$ cat config.mk
export PLATFORM = sky130hd
export DESIGN_NAME = divider_ctrl
export DESIGN_NICKNAME = d
export VERILOG_FILES = /design/src/rtl/divider_pkg.sv /design/src/rtl/divider_core.sv /design/src/rtl/divider_ctrl.sv
export SDC_FILE = /design/constraint.sdc
export NUM_CORES = 1
export LEC_CHECK = 0
export BUFFER_PORTS_ARGS = -buffer_cell sky130_fd_sc_hd__buf_4
export CORE_MARGIN = 4
export CORE_UTILIZATION = 53
export DETAILED_ROUTE_END_ITERATION = 8
export PLACE_DENSITY = 0.76
export SETUP_SLACK_MARGIN = 0.5
export SYNTH_ARGS = -nofsm -noshare
export SYNTH_HDL_FRONTEND = slang
export SYNTH_SLANG_ARGS = --single-unit
$ cat constraint.sdc
create_clock -name clk -period 3.2 [get_ports clk]
set_input_delay 0.64 -clock clk [delete_from_list [all_inputs] [get_ports clk]]
set_output_delay 0.64 -clock clk [all_outputs]
set_load 0.005 [all_outputs]
$ cat src/rtl/divider_pkg.sv
// Shared types and constants for the programmable clock divider.
package divider_pkg;

    typedef enum logic [1:0] {
        STOP = 2'd0,
        RUN  = 2'd1,
        PEND = 2'd2
    } div_state_t;

    localparam int MIN_DIV = 2;

endpackage

$ cat src/rtl/divider_core.sv
// Counter/compare datapath: holds the active divisor and counts 0..cur_div-1.
module divider_core #(
    parameter int WIDTH       = 24,
    parameter int DEFAULT_DIV = 12000000
) (
    input  logic             clk,
    input  logic             rst_n,
    input  logic             run,
    input  logic             load,
    input  logic [WIDTH-1:0] div,
    output logic [WIDTH-1:0] cnt,
    output logic [WIDTH-1:0] cur_div,
    output logic             wrap
);

    assign wrap = run && (cnt == cur_div - WIDTH'(1));

    // A load always lands on the same edge the counter restarts, so a
    // new divisor only ever takes effect from a fresh period.
    always_ff @(posedge clk) begin
        if (!rst_n) begin
            cnt     <= '0;
            cur_div <= WIDTH'(DEFAULT_DIV);
        end else begin
            if (load)
                cur_div <= div;
            if (!run || wrap)
                cnt <= '0;
            else
                cnt <= cnt + WIDTH'(1);
        end
    end

endmodule

$ cat src/rtl/divider_ctrl.sv
// Divider controller: run/stop FSM, divisor handshake and pending register.
module divider_ctrl
    import divider_pkg::*;
#(
    parameter int WIDTH       = 24,
    parameter int DEFAULT_DIV = 12000000
) (
    input  logic             clk,
    input  logic             rst_n,
    input  logic             en,
    input  logic [WIDTH-1:0] div_in,
    input  logic             div_valid,
    output logic             div_ready,
    output logic             clkout,
    output logic             tick,
    output logic [WIDTH-1:0] cur_div,
    output logic             err
);

    div_state_t       state, state_nxt;
    logic [WIDTH-1:0] pend_div;
    logic [WIDTH-1:0] cnt;
    logic             wrap;
    logic             run;
    logic             xfer;
    logic             legal;
    logic             load;
    logic [WIDTH-1:0] load_div;
    logic             pend_take;

    assign run       = (state != STOP);
    assign div_ready = (state != PEND);
    assign xfer      = div_valid && div_ready;
    assign legal     = (div_in >= WIDTH'(MIN_DIV));

    divider_core #(
        .WIDTH       (WIDTH),
        .DEFAULT_DIV (DEFAULT_DIV)
    ) u_core (
        .clk     (clk),
        .rst_n   (rst_n),
        .run     (run),
        .load    (load),
        .div     (load_div),
        .cnt     (cnt),
        .cur_div (cur_div),
        .wrap    (wrap)
    );

    always_ff @(posedge clk) begin
        if (!rst_n)
            state <= STOP;
        else
            state <= state_nxt;
    end

    // en is only consulted at the period boundary, so dropping and
    // re-raising it mid-period never cuts a phase short.
    always_comb begin
        state_nxt = state;
        unique case (state)
            STOP: if (en) state_nxt = RUN;
            RUN: begin
                if (wrap && !en)
                    state_nxt = STOP;
                else if (xfer && legal && !wrap)
                    state_nxt = PEND;
            end
            PEND: if (wrap) state_nxt = en ? RUN : STOP;
            default: state_nxt = STOP;
        endcase
    end

    always_comb begin
        load      = 1'b0;
        load_div  = div_in;
        pend_take = 1'b0;
        unique case (state)
            STOP: load = xfer && legal;
            RUN: begin
                load      = xfer && legal && wrap;
                pend_take = xfer && legal && !wrap;
            end
            PEND: begin
                load     = wrap;
                load_div = pend_div;
            end
            default: ;
        endcase
    end

    always_ff @(posedge clk) begin
        if (!rst_n) begin
            pend_div <= '0;
            clkout   <= 1'b0;
            tick     <= 1'b0;
            err      <= 1'b0;
        end else begin
            if (pend_take)
                pend_div <= div_in;
            clkout <= run && (cnt < (cur_div >> 1));
            tick   <= wrap;
            err    <= xfer && !legal;
        end
    end

endmodule

# Word-level counts from Yosys, hierarchy flattened

Index checks and enable logic that the tools add are counted.

Add/sub/neg operators: 2
$lt $le $gt $ge: 2
Equal/unequal tests: 7
Mux-type cells: 9
Bitwise logic cells: 1
Reduce and logical (&&, ||, !) cells: 17

Operators with widths:

| cell                    | count |
|---|---|
| $add A24 B1 Y24 const B | 1 |
| $eq A24 B24 Y1          | 1 |
| $ge A24 B2 Y1 const B   | 1 |
| $lt A24 B23 Y1          | 1 |
| $mux W24                | 1 |
| $sub A24 B1 Y24 const B | 1 |
| $logic_and A1 B1 Y1     | 8 |
| $mux W2                 | 4 |
| $pmux W2 S3             | 1 |
| $logic_not A1 Y1        | 4 |
| $ne A2 B2 Y1 const B    | 2 |
| $ne A3 B3 Y1 const B    | 1 |
| $pmux W1 S3             | 1 |
| $reduce_and A3 Y1       | 1 |
| $eq A2 B1 Y1 const B    | 1 |
| $eq A2 B2 Y1 const B    | 1 |
| $logic_not A2 Y1        | 1 |
| $mux W1                 | 2 |
| $ne A2 B1 Y1 const B    | 1 |
| $reduce_bool A2 Y1      | 1 |
| $reduce_or A2 Y1        | 1 |
| $logic_or A1 B1 Y1      | 1 |
| $not A1 Y1              | 1 |

Flip-flop bits (word level): 77
Input bits: 28

# Depth between registers and ports, before layout

Gate-level depths: netlist of the first run.

Depth in word-level cells: 8
Depth in mapped cells: 13
Depth with buffers taken out: 11

# Modules after synthesis

Synthesis of the first run repeated with hierarchy kept, for this count alone.

Cells, all modules: 560
Area total of the unflattened synthesis: 4750.8 µm²

By module, submodules not included:

| module       | instances | cells an instance | area an instance (µm²) | sequential area each (µm²) |
|---|---|---|---|---|
| divider_core | 1         | 314               | 2720.1                 | 960.9 |
| divider_ctrl | 1         | 246               | 2030.7                 | 580.6 |

# Worst setup path before layout of the first run

No wires, ideal clock.

Kind: reg2reg
Start: reg u_core.cur_div[0]
End: reg u_core.cur_div[14]
Library setup time: 0.115 ns
Arrival time: 2.985 ns
Data required time: 3.085 ns
Slack: 0.100 ns
Cell stages (with the launch flop): 14
Cells stage by stage: dfxtp_1 > inv_1 > ha_1 > nor3b_1 > nand4_1 > nand4bb_1 > a211o_1 > or4b_4 > a211oi_4 > o2bb2ai_1 > buf_4 > buf_6 > nor2_1 > o21a_1

Word-level cells in the longest chain between the ends: 5

Ends and longest elaborated chain:

| element                | RTL line           | source |
|---|---|---|
| from (decl)            | divider_core.sv:12 | `output logic [WIDTH-1:0] cur_div,` |
| from (signal assigned) | divider_core.sv:23 | `cur_div <= WIDTH'(DEFAULT_DIV);` |
| from (signal assigned) | divider_core.sv:26 | `cur_div <= div;` |
| $sub A24 B1 Y24 *      | divider_core.sv:16 | `assign wrap = run && (cnt == cur_div - WIDTH'(1));` |
| $eq A24 B24 Y1 *       | divider_core.sv:16 |  |
| $logic_and A1 B1 Y1 *  | divider_core.sv:16 |  |
| $logic_and A1 B1 Y1    | divider_ctrl.sv:81 | `load = xfer && legal && wrap;` |
| $pmux W1 S3 *          | divider_ctrl.sv:78 | `unique case (state)` |

Every way passes the cells marked *; elsewhere a longest branch is shown, timed or not.
A chain may end at the register's enable or synchronous reset.

# Worst setup path in the final report of the first run

Start: reg u_core.cur_div[14]
End: reg u_core.cur_div[7]

The elaborated chain is that of the path after synthesis.

==> metrics, run 1 <==
number of global-route vias before repair=~4,300; critical path type=flop to flop; Hold/Removal Path Class=flop to flop; actual slew at the worst max-slew pin=621.5 ps; Core Rows=34; status=finished, final reports clean; Final Critical Period=approximately 3100 ps; count of cell types in the netlist=62; P_leak=roughly 0.0025 µW; final setup fails=0; max-cap viol count=0; Vert. Die Dim=between 100 and 150 µm; synthesized area per cell=~8.3 µm²; Final Max Slew Viols=0; Critical Path Most Common Cell=or3_4; PwrDens=roughly 410 nW/µm²; Worst Hold Margin=between 500 and 600 ps; ys flop type=dfxtp_1; clk buf depth=2; r2r setup slk=between 70 and 80 ps; total core area=roughly 8700 µm²; post-synthesis sequential area ratio=about a third; RePlAce Congestion=0.9903; root buf cell=clkbuf_8; vias per inst=just under 6; Place WS=1.964 ps; DRT Wirelength=around 13 mm; n_diodes=0; ANT nets after route=0; htree depth=3; Net Switching=a little under 800 µW; Combinational Power Share=between 20 and 30%; crit path DAT=3390 ps; Post-Syn Area=between 4000 and 5000 µm²; CP startpoint kind=flop; Starting Density=around 54%; Ys Warns=0; GRT Overall Usage=between 20 and 25%; Worst-Skew Late Latency=between 300 and 400 ps; slowest CP cell=or4_4; Switching Share=around a third; FILL cells=between 600 and 700; commonest non-fill, non-tap cells in the layout=buf_4 (87), dfxtp_1 (68), nor2_1 (63), nand2_1 (50), xnor2_1 (28); Non-Filler Instances=~770; crit-path max FO=14; Post-Syn Instances=570; # nets final=approximately 700; Hold Fails Final Rpt=0; number of synthesized flops with an enable pin=0; Port Buffers=between 50 and 60; setup TNS=0 ps; DR iter-0 viols=275; fraction of registers with async set/reset=0%; largest net degree at the start of global routing=55; total grt overflow=0; DR DRC count=0; slew margin rel.=around three fifths; syn nets=about 620; layout cell share with drive strength beyond 1=roughly 25%; Clk pwr share=31.8%; CP cell instances=or4_4 -> or3_4 -> or3_4 -> a22oi_2 -> o2111ai_4 -> a211oi_4 -> o2bb2ai_4 -> clkbuf_16 -> nor2_1 -> o21a_1; cell count after placement=736; DP Area=5454 µm²; commonest non-fill, non-tap cell in the layout=buf_4; Crit path largest cell delay=roughly 570 ps; TritonCTS clock tree=yes; Synth-to-Final Area Change=27.89%; Max Fclk=~320 MHz; Worst Setup End Kind=flop; synthesis-stage register bit count=77; initial antenna violation count=0; WP data required=about 3500 ps; CTS Buf Count=9; first-pass GRT wire length=~20 mm; Worst-path clk slew=approximately 90 ps; Final Cell Area=between 6000 and 7000 µm²; Hold-fix buffers, CTS=0; IO Pins=56; die area=approximately 10,000 µm²; skew final=between 20 and 25 ps; clock sinks=77; Die Wd=just over 100 µm; vias=approximately 4,500; dpl hpwl=between 9 and 10 mm; worst setup margin=just under 80 ps; drt pass-1 iters=5; P_int=1683 µW; RSZ-0062 raised after global routing=true; top post-synthesis cells by area=dfxtp_1 (33%), ha_1 (6.4%), xnor2_1 (5.2%), nor2_1 (5.2%), mux2i_1 (5.1%); VDD IR max=~320 µV; period utilization=roughly 98%; post-synth top area cell=dfxtp_1; sequential power share=a little over two fifths; DR WL/cell=around 18 µm; post-synth top area share=32.64%
worst paths after layout:
path / startpoint / to / cells after the start
worst max-delay path: u_core.cur_div[14] / u_core.cur_div[7] / 10
worst min-delay path: u_core.cnt[0] / u_core.cnt[0] / 1
worst max register to register: u_core.cur_div[14] / u_core.cur_div[7] / 10
worst min register to register: u_core.cnt[0] / u_core.cnt[0] / 1
state kept, by name, indices dropped and copies added, names as in the netlist:
signal,flops
clkout,1
state,2
u_core.cur_div,24
pend_div,24
tick,1
u_core.cnt,24
err,1
kinds of logic (layout without fill, tap and decap cells):
kind of cell / Yosys count / after routing / share of synthesized area (%)
simple gates: 237 / 237 / 26.52
compound gates: 104 / 104 / 15.34
buf+inv: 54 / 141 / 4.795
xor+xnor: 50 / 50 / 9.272
fa+ha+maj: 24 / 24 / 6.358
flops: 77 / 77 / 32.64
mux: 24 / 24 / 5.086
final cells by class:
class	instances	area (µm²)	area share, %
clock inverters	7	80.08	1.326
inverters	28	107.6	1.781
flip-flops and latches	77	1558	25.79
multi-input cells	439	3194	52.88
well taps	108	135.1	2.237
repair buffers	97	842.1	13.94
clock buffers	9	123.9	2.051
critical path, delay by kind of cell, from the launching register on:
family,cells,cell delay (ps)
AOI/OAI and AO/OA,5,1080
buffers and inverters,1,230
DFF,1,330
and+or+nand+nor,4,1360
synth_stat cells (2+ instances only):
master     count
o21ai_1        7
dfxtp_1       77
clkbuf_1      16
a211o_1        5
o21a_1         7
nor2_1        65
and2_0         2
xor2_1        22
nor4bb_1       2
nand4b_1       3
mux2i_1       24
nor3b_1        9
or3_1          4
and2_1         3
ha_1          24
a31oi_1        2
inv_1         27
nor3_1         7
a21oi_1       15
o22ai_1        6
or4b_2         2
a211oi_1       3
a22oi_1        7
xnor2_1       28
a22o_1         7
o21ai_0       17
buf_2          7
nand4_1       12
nor4_1        10
nand3_1       12
a21o_1        12
o211a_1        2
nor2b_1       24
o2111ai_1      2
and3_1        18
nand2_1       50
a21boi_0       2
buf_4          2
nand2b_1       3
metal layers:
| metal | up-vias | routed length (µm) | global-route usage, % |
|---|---|---|---|
| met4 | 0 | 474 | 11.30 |
| li1 | 2165 | - | - |
| met3 | 40 | 902 | 3.754 |
| met1 | 2116 | 5672 | 33.35 |
| met2 | 174 | 6370 | 39.08 |
| met5 | - | 0 | 0 |
stage by stage:
stage | util (%) | total power, µW
finish | 69.61 | 2469
global route | 69.61 | 2575
CTS | 66.58 | 2402
detailed placement | 62.85 | 1617
global placement | 62.85 | 1605
floorplan | - | 1415
timing repair:
action / in CTS / in global routing
endpoints found under the hold margin: 0 / 0
pin swaps: 5 / 15
buffers inserted: 6 / 1
endpoints found under the setup margin: 75 / 76
gates cloned: 1 / 5
resized for setup: 19 / 35
power by group through the flow:
stage | registers [µW] | logic (µW) | clock network, µW
finish | 1050 | 631 | 784
global route | 1060 | 686 | 829
CTS | 1050 | 564 | 788
detailed placement | 1070 | 543 | 0
global placement | 1070 | 534 | 0
floorplan | 1070 | 342 | 0
Power figures use the tool's default switching activity.
==> run 2: changes to the inputs <==
Settings changed: BUFFER_PORTS_ARGS -buffer_cell sky130_fd_sc_hd__buf_4 to -buffer_cell sky130_fd_sc_hd__buf_2, PLACE_DENSITY 0.76 to 0.79.
==> run 2 against run 1 <==
- sequential power is essentially flat
- sequential cell count stayed put
- setup slack improved by 72 ps
- count of clock-buffer cells in the layout did not move
- utilization shrank 1.5 points
- register-to-register slack better by 70 ps
- clock skew decreased by 12 ps
- cell count unchanged
- via count barely moved
- hold slack got worse by 14 ps
- maximum frequency grew 2.4%
- cell area is 2.1% lower
- highest routed layer unchanged
==> metrics, run 2 (same netlist as run 1, synthesis figures left out) <==
Final Max Slew Viols=0 (unchanged); CP top delay family=simple AND/OR/NAND/NOR gates (unchanged); commonest non-fill, non-tap cells in the layout=dfxtp_1 (70), buf_2 (55), nand2_1 (50), nor2_1 (50), buf_4 (31) (was buf_4 (87), dfxtp_1 (68), nor2_1 (63), nand2_1 (50), xnor2_1 (28)); DR WL/cell=17.17 µm (was 17.54 µm); Worst-path clk slew=90 ps (about the same); crit-path max FO=6 (was 14); P_leak=0.002440 µW (was 0.002475 µW); Port Buffers=55 (unchanged); slowest CP cell=or4_4 (unchanged); status=finished, final reports clean (unchanged); CTS Buf Count=9 (unchanged); Final Util=68.15% (was 69.61%); WP data required=3450 ps (was 3460 ps); skew final=8.580 ps (was 20.39 ps); Final Critical Period=3049 ps (was 3121 ps); crit path DAT=3300 ps (was 3390 ps); largest net degree at the start of global routing=54 (was 55); dpl hpwl=9.139 mm (was 9.059 mm); htree depth=3 (unchanged); Worst Setup End Kind=flop (unchanged); setup TNS=0 ps (unchanged); Core Rows=34 (unchanged); DR iter-0 viols=346 (was 275); Worst-Skew Late Latency=360 ps (was 380 ps); critical path type=flop to flop (unchanged); # nets final=704 (unchanged); routing usage on met1=33.93% (was 33.35%); clock sinks=77 (unchanged); RSZ-0062 raised after global routing=true (unchanged); TritonCTS clock tree=yes (unchanged); Critical Path Most Common Cell=buf_6 (was or3_4); PwrDens=412.9 nW/µm² (was 408.7 nW/µm²); GRT Overall Usage=25.08% (was 24.74%); actual slew at the worst max-slew pin=692.4 ps (was 621.5 ps); ANT nets after route=0 (unchanged); initial antenna violation count=0 (unchanged); Vert. Die Dim=102.4 µm (unchanged); total core area=8678 µm² (unchanged); Crit path largest cell delay=540 ps (was 570 ps); n_diodes=0 (unchanged); first-pass GRT wire length=20.80 mm (was 20.36 mm); number of global-route vias before repair=4,249 (was 4,267); max-cap viol count=0 (unchanged); clk buf depth=2 (unchanged); period utilization=95.28% (was 97.54%); Hold-fix buffers, CTS=0 (unchanged); Die Wd=102.4 µm (unchanged); IO Pins=56 (unchanged); Starting Density=54.43% (unchanged); Max Fclk=328.0 MHz (was 320.4 MHz); layout cell share with drive strength beyond 1=24.81% (was 25.42%); VDD IR max=217.0 µV (was 322.9 µV); slew margin rel.=53.36% (was 58.18%); Hold/Removal Path Class=flop to flop (unchanged); CP cell instances=or4_4 -> or3_4 -> or3_1 -> a22oi_2 -> o2111ai_2 -> a211oi_4 -> buf_6 -> buf_6 -> or2_4 -> clkbuf_16 -> nor2_4 (was or4_4 -> or3_4 -> or3_4 -> a22oi_2 -> o2111ai_4 -> a211oi_4 -> o2bb2ai_4 -> clkbuf_16 -> nor2_1 -> o21a_1); root buf cell=clkbuf_8 (unchanged); total grt overflow=0 (unchanged); vias per inst=5.877 (was 5.876); met3 usage=4.710% (was 3.754%); CP Buf/Inv Count=3 (was 1); met2 Use GR=39.23% (was 39.08%); final setup fails=0 (unchanged); commonest non-fill, non-tap cell in the layout=dfxtp_1 (was buf_4); Hold Fails Final Rpt=0 (unchanged); CP startpoint kind=flop (unchanged); drt pass-1 iters=5 (unchanged); die area=10,490 µm² (unchanged); RePlAce Congestion=0.9747 (was 0.9903); Regs by FF count=pend_div (24), u_core.cnt (24), u_core.cur_div (24) (unchanged); gr busiest metal=met2 (unchanged); Worst Hold Margin=503.4 ps (was 517.1 ps); DR DRC count=0 (unchanged); DRT Wirelength=13.13 mm (was 13.42 mm); vias=4,496 (was 4,495); Synth-to-Final Area Change=25.22% (was 27.89%)
==> run 2: per-layer routing <==
| layer | up-vias | wire, µm |
|---|---|---|
| li1 | 2173 | - |
| met1 | 2114 | 5701 |
| met2 | 182 | 6268 |
| met3 | 27 | 831 |
| met4 | 0 | 331 |
| met5 | - | 0 |
==> run 2: worst paths after layout <==
kind                      start            end  slack (ps)  depth (start not counted)
min               u_core.cnt[0]  u_core.cnt[0]         500                          1
max          u_core.cur_div[15]  u_core.cnt[7]         150                         11
max reg2reg  u_core.cur_div[15]  u_core.cnt[7]         150                         11
min reg2reg       u_core.cnt[0]  u_core.cnt[0]         500                          1
==> run 2: stage by stage <==
step	cell area [µm²]	std cells	total power (µW)	setup slack, ps
global placement	5321	735	1581	124.1
detailed placement	5321	735	1594	34.69
floorplan	4812	570	1415	303.9
finish	5914	765	2442	151.0
global route	5914	765	2549	15.69
CTS	5705	761	2413	198.2
==> run 2: final cells by class <==
type                    count  area, µm²
multi-input cells         439       3176
fillers                   700       2764
flip-flops and latches     77       1558
repair buffers             97      732.0
well taps                 108      135.1
clock buffers               9      123.9
inverters                  28      110.1
clock inverters             7      80.08
==> run 2: timing repair <==
action	CTS	global route
setup endpoints to repair	75	76
buffers inserted	8	1
pin swaps	9	18
gates resized for setup	22	35
gates cloned	2	3
==> run 2: power by group <==
part	internal (µW)	leakage (µW)	switching (µW)
sequential	1000	0.000629	50.1
clock	373	0.000103	414
combinational	285	0.00171	317
